[src/rtl/mem_arbiter.sv]
// Two-port memory arbiter: serializes single-word accesses from the CPU (port 0)
// and a DMA master (port 1) onto one memory port, round-robin on ties.
module mem_arbiter #(
   parameter int LAT = 1
) (
   input  logic        clock,
   input  logic        reset_L,
   input  logic        req0,
   input  logic        req1,
   input  logic        we0,
   input  logic        we1,
   input  logic [15:0] addr0,
   input  logic [15:0] addr1,
   input  logic [15:0] wdata0,
   input  logic [15:0] wdata1,
   output logic        gnt0,
   output logic        gnt1,
   output logic        done0,
   output logic        done1,
   output logic [15:0] rdata0,
   output logic [15:0] rdata1,
   output logic        mem_re,
   output logic        mem_we,
   output logic [15:0] mem_addr,
   output logic [15:0] mem_wdata,
   input  logic [15:0] mem_rdata
);

   typedef enum logic [1:0] {IDLE, ACCESS, RESP} state_t;

   localparam logic [3:0] CNT_READ = 4'(LAT - 1);

   state_t      state_reg, state_next;
   logic        owner_reg, owner_next;
   logic        last_reg, last_next;
   logic [3:0]  cnt_reg, cnt_next;
   logic        we_reg, we_next;
   logic [15:0] addr_reg, addr_next;
   logic [15:0] wdata_reg, wdata_next;
   logic [15:0] rdata0_reg, rdata0_next;
   logic [15:0] rdata1_reg, rdata1_next;
   logic        winner;

   always_ff @(posedge clock or negedge reset_L) begin
      if (!reset_L) begin
         state_reg  <= IDLE;
         owner_reg  <= 1'b0;
         last_reg   <= 1'b1;
         cnt_reg    <= 4'd0;
         we_reg     <= 1'b0;
         addr_reg   <= 16'h0000;
         wdata_reg  <= 16'h0000;
         rdata0_reg <= 16'h0000;
         rdata1_reg <= 16'h0000;
      end else begin
         state_reg  <= state_next;
         owner_reg  <= owner_next;
         last_reg   <= last_next;
         cnt_reg    <= cnt_next;
         we_reg     <= we_next;
         addr_reg   <= addr_next;
         wdata_reg  <= wdata_next;
         rdata0_reg <= rdata0_next;
         rdata1_reg <= rdata1_next;
      end
   end

   // A lone requester wins; on a tie the port that did not own the last grant wins.
   always_comb begin
      winner = 1'b0;
      if (req0 && req1) begin
         winner = ~last_reg;
      end else if (req1) begin
         winner = 1'b1;
      end
   end

   always_comb begin
      state_next  = state_reg;
      owner_next  = owner_reg;
      last_next   = last_reg;
      cnt_next    = cnt_reg;
      we_next     = we_reg;
      addr_next   = addr_reg;
      wdata_next  = wdata_reg;
      rdata0_next = rdata0_reg;
      rdata1_next = rdata1_reg;
      case (state_reg)
         IDLE: begin
            if (req0 || req1) begin
               state_next = ACCESS;
               owner_next = winner;
               last_next  = winner;
               we_next    = winner ? we1 : we0;
               addr_next  = winner ? addr1 : addr0;
               wdata_next = winner ? wdata1 : wdata0;
               cnt_next   = (winner ? we1 : we0) ? 4'd0 : CNT_READ;
            end
         end
         ACCESS: begin
            if (cnt_reg == 4'd0) begin
               state_next = RESP;
               if (!we_reg) begin
                  if (owner_reg) begin
                     rdata1_next = mem_rdata;
                  end else begin
                     rdata0_next = mem_rdata;
                  end
               end
            end else begin
               cnt_next = cnt_reg - 4'd1;
            end
         end
         RESP: begin
            state_next = IDLE;
         end
         default: begin
            state_next = IDLE;
         end
      endcase
   end

   // Every output is a decode of registered state only.
   assign gnt0      = (state_reg != IDLE) && !owner_reg;
   assign gnt1      = (state_reg != IDLE) && owner_reg;
   assign done0     = (state_reg == RESP) && !owner_reg;
   assign done1     = (state_reg == RESP) && owner_reg;
   assign mem_re    = (state_reg == ACCESS) && !we_reg;
   assign mem_we    = (state_reg == ACCESS) && we_reg;
   assign mem_addr  = addr_reg;
   assign mem_wdata = wdata_reg;
   assign rdata0    = rdata0_reg;
   assign rdata1    = rdata1_reg;

endmodule

[config.mk]
export PLATFORM = sky130hd
export DESIGN_NAME = mem_arbiter
export DESIGN_NICKNAME = d
export VERILOG_FILES = /design/src/rtl/mem_arbiter.sv
export SDC_FILE = /design/constraint.sdc
export NUM_CORES = 1
export LEC_CHECK = 0
export ABC_AREA = 1
export CORE_MARGIN = 2
export CORE_UTILIZATION = 45
export CTS_CLUSTER_SIZE = 14
export DETAILED_ROUTE_END_ITERATION = 6
export PLACE_DENSITY = 0.86
export RECOVER_POWER = 100
export SYNTH_ARGS = -nofsm -noshare
export SYNTH_HDL_FRONTEND = slang
export SYNTH_SLANG_ARGS = --single-unit
[constraint.sdc]
create_clock -name clock -period 2 [get_ports clock]
set_input_delay 0.2 -clock clock [delete_from_list [all_inputs] [get_ports clock]]
set_output_delay 0.2 -clock clock [all_outputs]
set_load 0.05 [all_outputs]
; ---- Word-level counts from Yosys, hierarchy flattened
; Cells that the tools add are included.
; W data, S select, Z words.
[op_classes]
addsub = 1
muxes = 11
n_bitwise = 3
eq_ne = 5
n_reduce_logical = 19
[op_table]
columns = op, n
row1 = $mux W16, 2
row2 = $mux W4, 2
row3 = $pmux W4 S2, 1
row4 = $reduce_and A4 Y1, 2
row5 = $logic_and A1 B1 Y1, 7
row6 = $ne A2 B2 Y1 const B, 3
row7 = $logic_not A4 Y1, 1
row8 = $mux W2, 2
row9 = $pmux W2 S2, 1
row10 = $reduce_and A2 Y1, 2
row11 = $reduce_bool A2 Y1, 2
row12 = $sub A4 B1 Y4 const B, 1
row13 = $mux W1, 3
row14 = $not A1 Y1, 3
row15 = $reduce_and A3 Y1, 1
row16 = $eq A2 B1 Y1 const B, 1
row17 = $eq A2 B2 Y1 const B, 1
row18 = $logic_not A1 Y1, 2
row19 = $logic_not A2 Y1, 1
row20 = $logic_or A1 B1 Y1, 1
[word_totals]
input_bits = 86
ff_bits = 73
wordCells = 48
out_inout_bits = 70

; ---- Longest topological paths before layout
[depth]
depth_word = 3
ltp_mapped = 8

; ---- Least setup slack after synthesis
; No wires, ideal clock.
[synth_timing]
kind = reg2out
startpoint = reg owner_reg
endpoint = out done1
required_time_ns = 1.800
n_path_buf = 0
slack_ns = 0.227
arrival_ns = 1.573
path_stages_with_launch = 3
cell_sequence = dfrtp_1 > inv_1 > nor3_1
[synth_via]
elab_chain_cells = 1
[synth_lines]
columns = item, line
row1 = from (decl), 34  ; logic owner_reg, owner_next;
row2 = from (signal assigned), 57  ; owner_reg <= owner_next;
row3 = $logic_and A1 B1 Y1, 127  ; assign done1 = (state_reg == RESP) && owner_reg;
row4 = to (decl), 19  ; output logic done1,
; No other way between the ends.

; ---- Worst setup path in the final report
[layout_timing]
startpoint = reg rdata1_reg[8], in the netlist rdata1[8]
endpoint = out rdata1[8]
[layout_rtl]
columns = item, line
row1 = from (decl), 41  ; logic [15:0] rdata1_reg, rdata1_next;
row2 = from (signal assigned), 64  ; rdata1_reg <= rdata1_next;
row3 = to (decl), 21  ; output logic [15:0] rdata1,
; No word-level cell between the ends.

==> reports/results.txt <==
ANT nets after route -> 0
Global-route wire length before repair -> 14.3 mm
Depth of the CTS H-tree -> 3
Achievable Freq -> 554 MHz
EDFF count, synth -> 0
Status -> completed
Starting Density -> 0.469
DR WL/cell -> 12.9 µm
Die height -> 91.1 µm
Max Transition Viols Final -> 0
Async S/R FF share, synth -> 1.00
Standard-cell row count -> 31
Post-Synth Adder-Cell Area -> 0.00732
GR Overflow Total -> 0
Worst setup EP type -> output pin
Slowest stage cell on the critical path -> dlygate4sd3_1
Synth top area cells -> dfrtp_1 53%, nand2_1 26%, o21ai_2 8.5%, inv_1 2.5%, buf_6 2.0%
Drc violations -> 0
Endpoints failing setup -> 0
Largest family of logic cells by synthesized area -> simple AND/OR/NAND/NOR gates
Crit Path Category -> reg2out
Synth area leader -> dfrtp_1
WP data arrival -> 1600 ps
WP data required -> 1800 ps
Peak supply drop -> 0.000836 V
Synth Area in Compound Gates -> 0.0923
Synth cell types -> 22
WHS -> 433 ps
Worst rel slew slack -> 0.0737
Vias -> 3148
Post-Syn Area -> 3420 µm²
Average size of a mapped cell -> 8.21 µm²
Lkg Pwr -> 2.61 nW
Final HPWL DP -> 6.39 mm
CTS buffer count -> 9
#FFs+latches synth -> 73
Routability cong. -> 0.812
Mapped Cells -> 416
Area of the die -> 8310 µm²
Crit path max fanout -> 2
Vias in the first global route -> 3121
1st-iter DRT viols -> 157
Vias per cell -> 4.68
Post-DP Area -> 4990 µm²
Post-synthesis simple-gate area fraction -> 0.298
Count leader, synth -> nand2_1
Postcts setup bufs -> 0
Die Width -> 91.1 µm
Clock buffer depth -> 2
Ys flop type -> dfrtp_1
Initial antenna violation count -> 0
Seq/Total Area, Yosys -> 0.535
Pre-antenna DRT Iters -> 5
Largest net degree at the start of global routing -> 49
Synth Area in XOR/XNOR -> 0.00256
Multiplexer area fraction after synthesis -> 0
Diodes inserted -> 0
Fin Clk Skew -> 10.3 ps
Area Growth Syn to Fin -> 48.0%
Wirelength, routed -> 8.66 mm
Period utilization -> 0.902
PwrDens -> 1830 nW/µm²
Total GRT Usage -> 0.213
Syn_nets -> 504
Commonest cells in the netlist -> 238 x nand2_1, 72 x dfrtp_1, 33 x o21ai_2
RSZ-0062 raised after global routing -> false
CP bufs+invs -> 1
Fin. Hold Viols -> 0
Worst-Margin Slew -> 1390 ps
Ratio of cells with drive above 1 in the final layout -> 0.0489
TritonCTS clock tree -> done
CP delay by family, top -> buffers and inverters
Setup TNS -> 0 ps
Post-route cell area -> 5060 µm²
Top cell type's share of synthesized area -> 0.527
CP Launch Type -> flop
IO Count -> 156
Worst path cell trace -> dlygate4sd3_1
Layout net count -> 656
Buffers on Ports -> 155
YS warnings -> 0
Crit path largest cell delay -> 890 ps
CTS root buf -> clkbuf_8
Core Area -> 7290 µm²
Clock Sinks -> 73
Post-layout minimum cycle time -> 1800 ps
Clock Latency Late Sink -> 340 ps
Max_cap viols -> 0
Hold crit path type -> in2reg
Clk slew on worst S/H paths -> 90 ps
Util after Layout -> 0.694
## worst paths after layout
| check | endpoint | depth (start not counted) | start | slack (ps) |
|---|---|---|---|---|
| setup / recovery | rdata1[8] | 1 | rdata1[8] | 200 |
| hold reg to reg | last_reg | 2 | last_reg | 470 |
| setup reg to reg | mem_wdata[1] | 7 | last_reg | 290 |
| hold / removal | rdata1[2] | 3 | mem_rdata[2] | 430 |
| max in group asynchronous | rdata0[13] | 3 | reset_L | 410 |
| min in group asynchronous | rdata0[1] | 2 | reset_L | 700 |
## routing by layer
| layer | track usage | vias to the layer above | wire (µm) |
|---|---|---|---|
| met1 | 0.259 | 1458 | 3590 |
| met5 | 0 | - | 0 |
| li1 | - | 1576 | - |
| met3 | 0.0556 | 10 | 568 |
| met2 | 0.377 | 104 | 4400 |
| met4 | 0.0505 | 0 | 105 |
## timing repair
action / CTS / global route
gates resized for setup: 0 / 2
endpoints found under the setup margin: 0 / 2
endpoints found under the hold margin: 24 / 0
hold buffers: 1 / 0
## power by group
group / total, W / switching, W / leakage, nW / internal [W]
combinational: 0.00547 / 0.00396 / 1.61 / 0.00151
sequential: 0.00260 / 0.000395 / 0.898 / 0.00221
clock: 0.00120 / 0.000595 / 0.100 / 0.000602
total: 0.00927 / 0.00495 / 2.61 / 0.00432
## metrics by stage
stage | std cells | setup WS [ps] | power, W
after floorplan | 416 | 227 | 0.00670
after global placement | 655 | 361 | 0.00850
after detailed placement | 655 | 257 | 0.00867
after CTS | 672 | 4.85 | 0.00990
after global routing | 672 | 107 | 0.00982
final | 672 | 195 | 0.00927
## kinds of logic (layout without fill, tap and decap cells)
| kind of cell | after synthesis | after routing |
|---|---|---|
| AOI/OAI and AO/OA | 38 | 38 |
| xor gates and xnor gates | 1 | 1 |
| and+or+nand+nor | 258 | 258 |
| buffers and inverters | 44 | 201 |
| adders and majority gates | 2 | 2 |
| DFF | 73 | 73 |
## cell type report
| cell class | instances | area, µm² |
|---|---|---|
| Fill cell | 628 | 2230 |
| Sequential cell | 73 | 1830 |
| Timing Repair Buffer | 159 | 1550 |
| Multi-Input combinational cell | 299 | 1250 |
| Clock buffer | 9 | 124 |
| Tap cell | 99 | 124 |
| Inverter | 26 | 97.6 |
| Clock inverter | 7 | 85.1 |
## placed cells by master, fill, tap and decap left out, drive strengths merged, types with 2 or more instances in the layout
master,instances
buf,3
clkbuf,16
clkdlybuf4s50,84
clkinvlp,2
dfrtp,72
dlygate4sd3,65
ha,2
inv,30
nand2,239
nand3,5
nor2,11
nor3,2
o21ai,37
Power figures use the tool's default switching activity.
